`src/rtl/transport_packetizer_if.sv`:
```
// Word-in / byte-out stream bundle for the transport packetizer.
// master drives words and flow control, slave is the packetizer.
interface transport_packetizer_if #(
    parameter int SAMPLE_BYTES = 2
);
    logic                      in_valid;
    logic [1:0]                in_type;
    logic [8*SAMPLE_BYTES-1:0] in_data;
    logic                      in_ready;
    logic                      flush;
    logic                      send_en;
    logic                      out_ready;
    logic                      out_valid;
    logic                      out_sop;
    logic                      out_eop;
    logic [7:0]                out_data;

    modport master (
        output in_valid, in_type, in_data, flush, send_en, out_ready,
        input  in_ready, out_valid, out_sop, out_eop, out_data
    );

    modport slave (
        input  in_valid, in_type, in_data, flush, send_en, out_ready,
        output in_ready, out_valid, out_sop, out_eop, out_data
    );
endinterface

```
`src/rtl/transport_packetizer.sv`:
```
// Packs control/audio words into fixed-size checksummed packets
// and streams them out of a byte FIFO one whole packet at a time.
module transport_packetizer #(
    parameter int PKT_BYTES    = 16,
    parameter int SAMPLE_BYTES = 2,
    parameter int FIFO_DEPTH   = 64
) (
    input  logic clk,
    input  logic reset,
    transport_packetizer_if.slave bus,
    output logic busy,
    output logic [$clog2(FIFO_DEPTH/PKT_BYTES):0] pkt_count
);
    localparam int PAYLOAD = PKT_BYTES - 2;
    localparam int AW = $clog2(FIFO_DEPTH);
    localparam int IW = $clog2(PKT_BYTES);
    localparam int SW = $clog2(SAMPLE_BYTES + 1);
    localparam int WW = 8 * SAMPLE_BYTES;
    localparam int CW = $clog2(FIFO_DEPTH / PKT_BYTES) + 1;

    localparam logic [IW-1:0] PAY_LAST = IW'(PAYLOAD - 1);
    localparam logic [IW-1:0] PKT_LAST = IW'(PKT_BYTES - 1);
    localparam logic [SW-1:0] SMP_LAST = SW'(SAMPLE_BYTES - 1);
    localparam logic [AW:0]   USED_MAX = (AW+1)'(FIFO_DEPTH - PKT_BYTES);
    localparam logic [1:0]    T_CTRL   = 2'b01;
    localparam logic [1:0]    T_AUDIO  = 2'b10;

    typedef enum logic [2:0] {
        IDLE, HDR, SER, COLLECT, PAD, CKSUM
    } state_t;

    state_t        state;
    logic [1:0]    ptype;
    logic [WW-1:0] word;
    logic [SW-1:0] sidx;
    logic [IW-1:0] pidx;
    logic [5:0]    seq;
    logic [7:0]    csum;

    logic [7:0]    mem [FIFO_DEPTH];
    logic [AW:0]   wr_ptr;
    logic [AW:0]   rd_ptr;
    logic [AW:0]   used;
    logic          sending;
    logic [IW-1:0] oidx;

    logic          wr_en;
    logic [7:0]    wr_byte;
    logic          take;
    logic          room;
    logic          close;
    logic          pop_eop;

    assign used    = wr_ptr - rd_ptr;
    assign room    = used <= USED_MAX;
    assign busy    = state != IDLE;
    assign take    = bus.in_valid && bus.in_ready;
    assign close   = state == CKSUM;
    assign pop_eop = sending && bus.out_ready && oidx == PKT_LAST;

    // A packet is only begun with a full packet of space reserved.
    always_comb begin
        bus.in_ready = 1'b0;
        if (!reset) begin
            case (state)
                IDLE:    bus.in_ready = room;
                COLLECT: bus.in_ready = bus.in_type == T_AUDIO;
                default: bus.in_ready = 1'b0;
            endcase
        end
    end

    always_comb begin
        wr_en   = 1'b0;
        wr_byte = 8'h00;
        case (state)
            HDR: begin
                wr_en   = 1'b1;
                wr_byte = {ptype, seq};
            end
            SER: begin
                wr_en   = 1'b1;
                wr_byte = word[WW-1 -: 8];
            end
            PAD:     wr_en = 1'b1;
            CKSUM: begin
                wr_en   = 1'b1;
                wr_byte = csum;
            end
            default: wr_en = 1'b0;
        endcase
    end

    always_ff @(posedge clk) begin
        if (reset) begin
            state <= IDLE;
            ptype <= 2'b00;
            word  <= '0;
            sidx  <= '0;
            pidx  <= '0;
            seq   <= 6'd0;
            csum  <= 8'h00;
        end else begin
            case (state)
                IDLE: begin
                    if (take && (bus.in_type == T_CTRL ||
                                 bus.in_type == T_AUDIO)) begin
                        ptype <= bus.in_type;
                        word  <= bus.in_data;
                        state <= HDR;
                    end
                end
                HDR: begin
                    csum  <= wr_byte;
                    pidx  <= '0;
                    sidx  <= '0;
                    state <= SER;
                end
                SER: begin
                    csum <= csum ^ wr_byte;
                    word <= word << 8;
                    pidx <= pidx + IW'(1);
                    sidx <= sidx + SW'(1);
                    if (pidx == PAY_LAST)
                        state <= CKSUM;
                    else if (sidx == SMP_LAST)
                        state <= (ptype == T_CTRL) ? PAD : COLLECT;
                end
                COLLECT: begin
                    if (take) begin
                        word  <= bus.in_data;
                        sidx  <= '0;
                        state <= SER;
                    end else if (bus.flush) begin
                        state <= PAD;
                    end
                end
                PAD: begin
                    pidx <= pidx + IW'(1);
                    if (pidx == PAY_LAST)
                        state <= CKSUM;
                end
                CKSUM: begin
                    seq   <= seq + 6'd1;
                    state <= IDLE;
                end
                default: state <= IDLE;
            endcase
        end
    end

    always_ff @(posedge clk) begin
        if (wr_en)
            mem[wr_ptr[AW-1:0]] <= wr_byte;
    end

    always_ff @(posedge clk) begin
        if (reset) begin
            wr_ptr    <= '0;
            rd_ptr    <= '0;
            sending   <= 1'b0;
            oidx      <= '0;
            pkt_count <= '0;
        end else begin
            if (wr_en)
                wr_ptr <= wr_ptr + (AW+1)'(1);
            if (!sending) begin
                oidx <= '0;
                if (pkt_count != '0 && bus.send_en)
                    sending <= 1'b1;
            end else if (bus.out_ready) begin
                rd_ptr <= rd_ptr + (AW+1)'(1);
                oidx   <= oidx + IW'(1);
                if (oidx == PKT_LAST)
                    sending <= 1'b0;
            end
            case ({close, pop_eop})
                2'b10:   pkt_count <= pkt_count + CW'(1);
                2'b01:   pkt_count <= pkt_count - CW'(1);
                default: pkt_count <= pkt_count;
            endcase
        end
    end

    assign bus.out_valid = sending;
    assign bus.out_sop   = sending && oidx == '0;
    assign bus.out_eop   = sending && oidx == PKT_LAST;
    assign bus.out_data  = sending ? mem[rd_ptr[AW-1:0]] : 8'h00;
endmodule

```
`src/flat_wrapper.sv`:
```
// flat-port wrapper written by rule: the top's interface ports become plain ports
module transport_packetizer_flat 
#(
    parameter int PKT_BYTES    = 16,
    parameter int SAMPLE_BYTES = 2,
    parameter int FIFO_DEPTH   = 64
)
  (clk, reset, busy, pkt_count, bus_in_valid, bus_in_type, bus_in_data, bus_flush, bus_send_en, bus_out_ready, bus_in_ready, bus_out_valid, bus_out_sop, bus_out_eop, bus_out_data);
  transport_packetizer_if #(.SAMPLE_BYTES(SAMPLE_BYTES)) bus_i ();
  input  logic clk;
  input  logic reset;
  output logic busy;
  output logic [$clog2(FIFO_DEPTH/PKT_BYTES):0] pkt_count;
  input wire logic [$bits(bus_i.in_valid)-1:0] bus_in_valid;
  input wire logic [$bits(bus_i.in_type)-1:0] bus_in_type;
  input wire logic [$bits(bus_i.in_data)-1:0] bus_in_data;
  input wire logic [$bits(bus_i.flush)-1:0] bus_flush;
  input wire logic [$bits(bus_i.send_en)-1:0] bus_send_en;
  input wire logic [$bits(bus_i.out_ready)-1:0] bus_out_ready;
  output wire logic [$bits(bus_i.in_ready)-1:0] bus_in_ready;
  output wire logic [$bits(bus_i.out_valid)-1:0] bus_out_valid;
  output wire logic [$bits(bus_i.out_sop)-1:0] bus_out_sop;
  output wire logic [$bits(bus_i.out_eop)-1:0] bus_out_eop;
  output wire logic [$bits(bus_i.out_data)-1:0] bus_out_data;
  assign bus_i.in_valid = bus_in_valid;
  assign bus_i.in_type = bus_in_type;
  assign bus_i.in_data = bus_in_data;
  assign bus_i.flush = bus_flush;
  assign bus_i.send_en = bus_send_en;
  assign bus_i.out_ready = bus_out_ready;
  assign bus_in_ready = bus_i.in_ready;
  assign bus_out_valid = bus_i.out_valid;
  assign bus_out_sop = bus_i.out_sop;
  assign bus_out_eop = bus_i.out_eop;
  assign bus_out_data = bus_i.out_data;
  transport_packetizer #(.PKT_BYTES(PKT_BYTES), .SAMPLE_BYTES(SAMPLE_BYTES), .FIFO_DEPTH(FIFO_DEPTH)) u_core (.clk(clk), .reset(reset), .bus(bus_i), .busy(busy), .pkt_count(pkt_count));
endmodule
```
`config.mk`:
```
export PLATFORM = sky130hd
export DESIGN_NAME = transport_packetizer_flat
export DESIGN_NICKNAME = d
export VERILOG_FILES = /design/src/rtl/transport_packetizer_if.sv /design/src/rtl/transport_packetizer.sv /design/src/flat_wrapper.sv
export SDC_FILE = /design/constraint.sdc
export NUM_CORES = 1
export LEC_CHECK = 0
export ABC_AREA = 1
export CAP_MARGIN = 10
export CELL_PAD_IN_SITES_DETAIL_PLACEMENT = 1
export CELL_PAD_IN_SITES_GLOBAL_PLACEMENT = 2
export CORE_ASPECT_RATIO = 1.4
export CORE_MARGIN = 4
export CORE_UTILIZATION = 30
export DETAILED_ROUTE_END_ITERATION = 12
export PLACE_DENSITY = 0.58
export SLEW_MARGIN = 20
export SYNTH_ARGS = -nofsm -noshare
export SYNTH_HDL_FRONTEND = slang
export SYNTH_SLANG_ARGS = --single-unit
```
`constraint.sdc`:
```
create_clock -name clk -period 11.8 [get_ports clk]
set_input_delay 1.18 -clock clk [delete_from_list [all_inputs] [get_ports clk]]
set_output_delay 1.18 -clock clk [all_outputs]
set_load 0.05 [all_outputs]
```
==> results of run 1 <==
==> cell usage after synthesis (all sizes together), types with 24 or more instances <==
cell type | n | area [sq um]
o221ai | 96 | 841
o21ai | 315 | 1580
inv | 164 | 616
nor2 | 357 | 1370
edfxtp | 512 | 15400
clkbuf | 101 | 379
a21oi | 59 | 307
o22ai | 36 | 225
dfxtp | 69 | 1380
nor3 | 37 | 208
nand2 | 184 | 716
buf | 24 | 124
nand3 | 106 | 543
==> cell type report <==
type                            instances  share of cell area
Sequential cell                       581               0.608
Multi-Input combinational cell       1239               0.230
Clock buffer                           74              0.0574
Tap cell                             1054              0.0478
Timing Repair Buffer                   73              0.0239
Inverter                              167              0.0230
Clock inverter                         32              0.0100
==> state kept, by name (all words and copies together), names as in the netlist, named ones only <==
| signal | flops |
|---|---|
| u_core.word | 16 |
| u_core.seq | 6 |
| u_core.wr_ptr | 7 |
| u_core.bus.out_valid | 1 |
| u_core.pkt_count | 3 |
| u_core.mem | 512 |
| u_core.oidx | 4 |
| u_core.state | 3 |
| u_core.rd_ptr | 7 |
| u_core.csum | 8 |
| u_core.ptype | 2 |
| u_core.pidx | 4 |
| u_core.sidx | 2 |
==> placed cells by master (no fill, tap or decap), drive strengths merged, types with 37 or more instances in the layout <==
cell and n:
a21oi 59, clkbuf 74, clkdlybuf4s50 39, dfxtp 69, edfxtp 512, inv 163
nand2 184, nand3 106, nor2 357, nor3 37, o21ai 315, o221ai 96
==> power by group <==
group | leakage [nW] | total [mW] | switching, mW | internal (mW)
Sequential | 5.22 | 2.37 | 0.0413 | 2.33
Combinational | 3.36 | 0.631 | 0.461 | 0.170
Clock | 0.908 | 1.85 | 0.797 | 1.05
Total | 9.49 | 4.85 | 1.30 | 3.55
==> how the worst min path moves through the flow <==
stage / start / end / slack (ns)
floorplan: u_core.sidx[0] / u_core.sidx[0] / 0.43
global placement: u_core.seq[5] / u_core.seq[5] / 0.46
detailed placement: u_core.pkt_count[0] / u_core.pkt_count[0] / 0.47
CTS: u_core.pkt_count[0] / u_core.pkt_count[0] / 0.48
global route: u_core.sidx[1] / u_core.sidx[1] / 0.51
finish: u_core.sidx[0] / u_core.sidx[0] / 0.48
==> cells by family after synthesis <==
| kind of cell | after synthesis | synth area share |
|---|---|---|
| buffers and inverters | 292 | 0.0468 |
| DFF | 581 | 0.695 |
| adders and majority gates | 17 | 0.00913 |
| xor gates and xnor gates | 1 | 0.000363 |
| AOI/OAI and AO/OA | 523 | 0.128 |
| and+or+nand+nor | 698 | 0.121 |
==> metal layers <==
layer / wire, um / part of all wire / track usage / vias up
li1: - / - / - / 7602
met1: 31000 / 0.41 / 0.214 / 8307
met2: 40000 / 0.53 / 0.329 / 210
met3: 2100 / 0.028 / 0.0223 / 89
met4: 1920 / 0.026 / 0.0477 / 0
met5: 0 / 0 / 0 / -
==> per-stage QoR <==
stage / total power, mW / instance area [sq um]
after CTS: 4.92 / 27600
after global routing: 5.07 / 27600
after global placement: 3.05 / 25700
after floorplan: 2.85 / 24100
final: 4.85 / 27600
after detailed placement: 3.07 / 25700
==> reports/summary.txt, run 1 <==
outcome - finished clean
crit start category - flop
NumNets Final - 2,161
GRT overflow - 0
Vias - 16,200
Rel. slew slack - 0.265
Port-buffer cells - 39
Critical Path Stages - 9
critical path class - reg2out
FF-to-FF End - u_core.mem[33][6]
CTS tree - yes
clock root buffer - clkbuf_16
Core Area - 79,400 sq um
Non-Filler Instances - 3,220
CP endpoint kind - output port
number of DRC markers in iteration 0 - 863
Worst EP required - 10.62 ns
postcts setup bufs - 0
average wire per standard cell - 23.3 um
Clock transition at path regs - 0.06 ns
Yosys warnings - 0
largest net degree at the start of global routing - 110
worst path bufs/invs - 3
Peak VDD IR - 103 uV
H-tree levels - 2
setup TNS - 0 ns
Min Hold Slack - 0.478 ns
vias per cell - 5.03
critical path, cell by cell - buf_4 -> buf_4 -> o21ai_0 -> o221ai_1 -> nand3_1 -> nand3_1 -> nand3_1 -> a21oi_1 -> clkdlybuf4s50_1
reg2reg setup slack - 8.50 ns
critical path endpoint - bus_out_data[4]
CP max-delay cell - clkdlybuf4s50_1
FF-to-FF path depth - 8
fin crit period - 6.44 ns
RSZ-0062 raised after global routing - no
max-slew violations - 0
Placed Cells - 3,114
chip width - 248 um
# resized after CTS - 0
max incr delay on CP - 0.90 ns
syn nets - 2,153
Clock Skews - 0.0218 ns
CTS Hold Buffers Added - 0
Crit Reg-Reg Startpoint - u_core.state[1]
Post-Synthesis Cells - 2,112
ANT cells - 0
Mapped Area - 24,100 sq um
Post-Route WL - 75,000 um
post-route DRC violation count - 0
Max Clock Freq - 155 MHz
pre-CTS setup slack - 5.83 ns
Static Leakage - 9.49 nW
P&R area growth vs syn - 14.3%
Post-synth EDFFs - 512
Die ar. - 85,100 sq um
Max clock buf depth - 3
Hold Vio Cnt, Final - 0
GRT Util Overall - 0.177
Routability Congestion - 0.774
vias in the first global route - 17,400
Die Y - 344 um
Post-DRT Antenna Nets - 0
PwrDens - 176 nW/um^2
global-route wire length before repair - 113,000 um
Final period util - 0.545
initial core utilization - 0.304
Max Cap Violations - 0
post-synthesis cell type count - 43
Crit path max-delay family - buffers and inverters
post-route setup slack - 5.36 ns
top_reg_cell synth - edfxtp_1
CTS Buf Count - 58
Worst Path Max Fanout - 68
CTS sink cnt - 581
CP most frequent cell - nand3_1
fillers - 8,594
final number of setup-violating endpoints - 0
row count - 122
WP data arrival - 5.26 ns
register area - 16,800 sq um
initial antenna violation count - 0
Post-Route Utilization - 0.347
Seq cells post-synth - 581
drt first pass iters - 5
Hold Crit Class - reg2reg
hpwl dp - 45,100 um
Seq/Total Area, Yosys - 0.695
io pins - 40
Hold Crit Depth - 1
Clock Latency Late Sink - 0.63 ns
multi-input logic area - 6330 sq um
average cell area after synthesis - 11.4 sq um
actual slew at the worst max-slew pin - 1.10 ns
fraction of registers with async set or reset after synthesis - 0
share of cells above drive strength 1 - 0.0743
Power figures use the tool's default switching activity.
==> run 2: changes to the inputs <==
==> constraint.sdc (replaced) <==
create_clock -name clk -period 6.6 [get_ports clk]
set_input_delay 0.66 -clock clk [delete_from_list [all_inputs] [get_ports clk]]
set_output_delay 0.66 -clock clk [all_outputs]
set_load 0.05 [all_outputs]
==> run 2 against run 1 <==
Flip-flop and latch count did not move. Non-clock buffer count increased by 6. Worst setup slack worse by 4.1 ns. Via count grew 1.2%. Sequential share of layout area shrank 0.27 points.
==> reports/summary.txt, run 2 (synthesized netlist as in run 1, its figures left out) <==
outcome - finished clean
clock root buffer - clkbuf_16
GRT overflow - 0 (unchanged)
highest-count cells in the layout ignoring fill and taps - edfxtp_1, nor2_1, o21ai_0, nand2_1, inv_1
vias per cell - 5.08 (+0.85%)
Non-Filler Instances - 3,231 (+0.34%)
CTS Hold Buffers Added - 0 (unchanged)
Peak VDD IR - 225 uV (+120%)
Vias - 16,400 (+1.2%)
met2 GRT Util - 0.329 (+0.000749)
Port-buffer cells - 39 (unchanged)
io pins - 40 (unchanged)
GR peak layer - met2
Psw - 2.40 mW (+85%)
PwrDens - 316 nW/um^2 (+79%)
max-slew violations - 0 (unchanged)
Hold Crit Class - reg2reg
chip width - 248 um (unchanged)
CP endpoint kind - output port
Max Cap Violations - 0 (unchanged)
initial antenna violation count - 0 (unchanged)
switch share - 0.274 (+0.00666)
Rel. slew slack - 0.272 (+0.00695)
Post-Route Utilization - 0.349 (+0.00153)
Hold Startpoint - u_core.sidx[0]
postcts setup bufs - 0 (unchanged)
P&R area growth vs syn - 14.8%
pre-CTS setup slack - 1.79 ns (-4.04 ns)
final number of setup-violating endpoints - 0 (unchanged)
Core Area - 79,400 sq um (unchanged)
Comb pwr share - 0.131 (about the same)
NumNets Final - 2,170 (+0.42%)
Crit Reg-Reg Startpoint - u_core.state[1]
placed cell area - 25,800 sq um (+0.33%)
Min Hold Slack - 0.474 ns (-0.00394 ns)
H-tree levels - 2 (unchanged)
Static Leakage - 9.54 nW (+0.52%)
crit start category - flop
Placed Cells - 3,120 (+0.19%)
Max clock buf depth - 3 (unchanged)
CTS sink cnt - 581 (unchanged)
Final period util - 0.814
setup TNS - 0 ns (unchanged)
actual slew at the worst max-slew pin - 1.08 ns (-0.0147 ns)
internal power - 6.34 mW (+78%)
hpwl dp - 46,800 um (+3.8%)
Hold Vio Cnt, Final - 0 (unchanged)
Post-Route WL - 76,300 um (+1.7%)
initial core utilization - 0.304 (unchanged)
post-route DRC violation count - 0 (unchanged)
post-route cell area - 27,700 sq um (+0.44%)
vias in the first global route - 17,400 (-0.13%)
Worst EP required - 5.94 ns (-4.68 ns)
max reg flops - 512 (unchanged)
CTS Buf Count - 61 (+5.2%)
ANT cells - 0 (unchanged)
RSZ-0062 raised after global routing - no
Worst Path Max Fanout - 104 (+53%)
row count - 122 (unchanged)
commonest non-fill, non-tap cell in the layout - edfxtp_1
fillers - 8,668 (+0.86%)
Die Y - 344 um (unchanged)
clock power share - 0.383 (+0.002)
Clock Skews - 0.0244 ns (+0.00260 ns)
share of cells above drive strength 1 - 0.0763 (+0.00192)
CTS tree - yes
Clock Latency Late Sink - 0.65 ns (+0.02 ns)
largest net degree at the start of global routing - 123 (+12%)
met1 usage - 0.217 (+0.00316)
GRT Util Overall - 0.178 (+0.00149)
drt first pass iters - 5 (unchanged)
Overall Power - 8.74 mW (+80%)
met3 Usage GRT - 0.0224 (+0.0000780)
Die ar. - 85,100 sq um (unchanged)
number of DRC markers in iteration 0 - 856 (-0.81%)
global-route wire length before repair - 114,000 um (+0.67%)
fin crit period - 5.38 ns
Post-DRT Antenna Nets - 0 (unchanged)
WP data arrival - 4.72 ns (-0.54 ns)
critical path class - reg2out
Reg power frac - 0.486 (-0.003)
average wire per standard cell - 23.6 um (+1.4%)
post-route setup slack - 1.22 ns (-4.14 ns)
Max Clock Freq - 186 MHz
Clock transition at path regs - 0.06 ns (about the same)
Routability Congestion - 0.751 (-3.0%)
# resized after CTS - 0 (unchanged)
-- run 2: layout make-up --
cell class / count / area [sq um] / area share
clock inverter: 34 / 310 / 0.0112
inverter: 167 / 636 / 0.0230
multi-input combinational: 1239 / 6330 / 0.229
sequential: 581 / 16800 / 0.605
clock buffer: 77 / 1590 / 0.0573
timing repair buffer: 79 / 741 / 0.0268
tap: 1054 / 1320 / 0.0476
-- run 2: final timing paths --
path / endpoint / slack, ns / cells after the start
setup reg to reg: u_core.mem[60][4] / 3.41 / 10
hold / removal: u_core.sidx[0] / 0.47 / 1
setup / recovery: bus_out_data[4] / 1.22 / 9
hold reg to reg: u_core.sidx[0] / 0.47 / 1
-- run 2: power by group through the flow --
| stage | clock [mW] | sequential (mW) | combinational (mW) |
|---|---|---|---|
| after global placement | 0 | 4.32 | 1.16 |
| final | 3.34 | 4.24 | 1.15 |
| after CTS | 3.44 | 4.25 | 1.19 |
| after global routing | 3.59 | 4.26 | 1.29 |
| after detailed placement | 0 | 4.33 | 1.18 |
| after floorplan | 0 | 4.31 | 0.776 |
-- run 2: per-layer routing --
layer / share of wire / wire length, um
met4: 0.026 / 2010
met2: 0.53 / 40100
met1: 0.42 / 32200
met5: 0 / 0
met3: 0.026 / 1980
-- run 2: critical path: stages (launching register included) --
cell and delay (ns):
dfxtp_4 0.50, inv_6 0.65, buf_12 0.40, o21ai_0 0.15, o221ai_1 0.40, nand3_1 0.18, nand3_1 0.12, nand3_1 0.10
a21oi_1 0.49, clkdlybuf4s50_1 0.91
==> run 3: changes to the inputs <==
--- a/config.mk
+++ b/config.mk
@@ -13,7 +13,7 @@
 export CORE_MARGIN = 4
 export CORE_UTILIZATION = 30
 export DETAILED_ROUTE_END_ITERATION = 12
-export PLACE_DENSITY = 0.58
+export PLACE_DENSITY = 0.6
 export SLEW_MARGIN = 20
 export SYNTH_ARGS = -nofsm -noshare
 export SYNTH_HDL_FRONTEND = slang
==> constraint.sdc (replaced) <==
create_clock -name clk -period 4.65 [get_ports clk]
set_input_delay 0.465 -clock clk [delete_from_list [all_inputs] [get_ports clk]]
set_output_delay 0.465 -clock clk [all_outputs]
set_load 0.05 [all_outputs]
==> run 3 against run 2 <==
First-iteration DRC count increased by 5.6%. Sequential power up 42%. Via count is 0.10% lower. Critical endpoint is now bus_out_data[5]. Worst hold slack worse by 0.062 ns. Worst setup slack lost 1.0 ns. Largest cell class unchanged. Utilization up 0.49 points. Clock skew grew 0.020 ns. Count of clock-buffer cells in the layout rose by 3. Wire length shrank 1.4%.
==> reports/summary.txt, run 3 (synthesized netlist as in run 1, its figures left out) <==
Clock Skews - 0.0447 ns (+0.0203 ns)
met1 usage - 0.213 (-0.00396)
CP endpoint kind - output port
Clock transition at path regs - 0.06 ns (about the same)
max-slew violations - 0 (unchanged)
clock root buffer - clkbuf_16
Clock Latency Late Sink - 0.68 ns (+0.03 ns)
ANT cells - 0 (unchanged)
outcome - finished clean
Die Y - 344 um (unchanged)
Overall Power - 12.6 mW (+45%)
Rel. slew slack - 0.309 (+0.0374)
vias per cell - 5.03 (-0.93%)
Hold Vio Cnt, Final - 0 (unchanged)
WP data arrival - 3.99 ns (-0.73 ns)
Max Cap Violations - 0 (unchanged)
largest net degree at the start of global routing - 75 (-39%)
Min Hold Slack - 0.411 ns (-0.0623 ns)
critical path class - reg2out
drt first pass iters - 5 (unchanged)
global-route wire length before repair - 112,000 um (-0.95%)
Max clock buf depth - 3 (unchanged)
P&R area growth vs syn - 16.4%
average wire per standard cell - 23.1 um (-2.2%)
Routability Congestion - 0.811 (+8.1%)
met3 Usage GRT - 0.0224 (unchanged)
CTS sink cnt - 581 (unchanged)
vias in the first global route - 17,400 (-0.029%)
actual slew at the worst max-slew pin - 1.03 ns (-0.0516 ns)
hpwl dp - 48,000 um (+2.4%)
Core Area - 79,400 sq um (unchanged)
Post-DRT Antenna Nets - 0 (unchanged)
chip width - 248 um (unchanged)
Post-Route WL - 75,200 um (-1.4%)
PwrDens - 450 nW/um^2 (+43%)
fillers - 8,615 (-0.61%)
max reg flops - 512 (unchanged)
Hold Crit Class - in2reg
Worst EP required - 4.18 ns (-1.76 ns)
setup TNS - 0 ns (unchanged)
Post-Route Utilization - 0.354 (+0.00485)
fin crit period - 4.46 ns
number of DRC markers in iteration 0 - 904 (+5.6%)
row count - 122 (unchanged)
Non-Filler Instances - 3,258 (+0.84%)
GRT overflow - 0 (unchanged)
met2 GRT Util - 0.329 (about the same)
crit start category - flop
postcts setup bufs - 0 (unchanged)
commonest non-fill, non-tap cell in the layout - edfxtp_1
post-route DRC violation count - 0 (unchanged)
initial antenna violation count - 0 (unchanged)
share of cells above drive strength 1 - 0.0903 (+0.0140)
Vias - 16,400 (-0.10%)
highest-count cells in the layout ignoring fill and taps - edfxtp_1, nor2_1, o21ai_0, nand2_1, inv_1
final number of setup-violating endpoints - 0 (unchanged)
Max Clock Freq - 224 MHz
initial core utilization - 0.304 (unchanged)
Peak VDD IR - 326 uV (+45%)
NumNets Final - 2,194 (+1.1%)
Die ar. - 85,100 sq um (unchanged)
Final period util - 0.959
GRT Util Overall - 0.176 (-0.00202)
H-tree levels - 2 (unchanged)
GR peak layer - met2
Port-buffer cells - 39 (unchanged)
CTS tree - yes
io pins - 40 (unchanged)
RSZ-0062 raised after global routing - no
Static Leakage - 9.75 nW (+2.3%)
Placed Cells - 3,144 (+0.77%)
Worst Path Max Fanout - 74 (-29%)
CTS Buf Count - 60 (-1.6%)
-- run 3: cell count changes in the layout (fill, tap and decap cells not counted), moves of 2 or more --
| cell | before | now |
|---|---|---|
| clkdlybuf4s50_1 | 39 | 34 |
| clkbuf_8 | 0 | 2 |
| clkinv_16 | 0 | 2 |
| bufinv_16 | 4 | 7 |
| clkinv_4 | 2 | 0 |
| clkinv_2 | 6 | 10 |
| inv_6 | 6 | 1 |
| inv_8 | 0 | 2 |
| clkbuf_1 | 16 | 18 |
| buf_12 | 4 | 11 |
| clkinv_1 | 16 | 12 |
| buf_4 | 36 | 58 |
-- run 3: worst paths after layout --
kind,from,to,slack [ns],cells after the start
max,flop,bus_out_data[5],0.19,8
min,bus_in_type[0],u_core.ptype[0],0.41,3
max reg2reg,u_core.state[0],u_core.mem[32][5],1.28,7
min reg2reg,u_core.sidx[0],u_core.sidx[0],0.47,1
-- run 3: repair_timing --
item	4_1_cts	5_1_grt
hold buffers	0	0
gates resized for setup	0	1
endpoints found under the setup margin	0	2
-- run 3: layout make-up --
type                       instances  area, sq um  area share
sequential                       581        16800       0.597
multi-input combinational       1239         6330       0.225
clock buffer                      80         1600      0.0569
tap                             1054         1320      0.0470
timing repair buffer             104         1020      0.0365
inverter                         167          636      0.0226
clock inverter                    33          408      0.0145
-- run 3: worst max-delay path, stage by stage (launching register included) --
cell             delay, ns
dfxtp_4               0.67
buf_12                0.36
o21ai_0               0.16
o22ai_1               0.21
o21ai_0               0.12
o211ai_1              0.36
nand3_1               0.27
a21oi_1               0.30
clkdlybuf4s50_1       0.86
-- run 3: through the flow --
| step | worst slack, ns | instance area, sq um |
|---|---|---|
| floorplan | 0.319 | 24100 |
| global placement | 0.888 | 26000 |
| finish | 0.193 | 28100 |
| global route | 0.0102 | 28100 |
| CTS | 0.131 | 28000 |
| detailed placement | 0.844 | 26000 |
-- run 3: power by group --
part / switching [mW] / total, mW / internal [mW]
clock network: 2.11 / 4.93 / 2.82
registers: 0.0998 / 6.02 / 5.92
logic: 1.22 / 1.69 / 0.471
-- run 3: metal layers --
layer / vias to the layer above / wire length (um)
li1: 7672 / -
met1: 8405 / 31300
met3: 84 / 2260
met5: - / 0
met4: 0 / 1740
met2: 224 / 39900
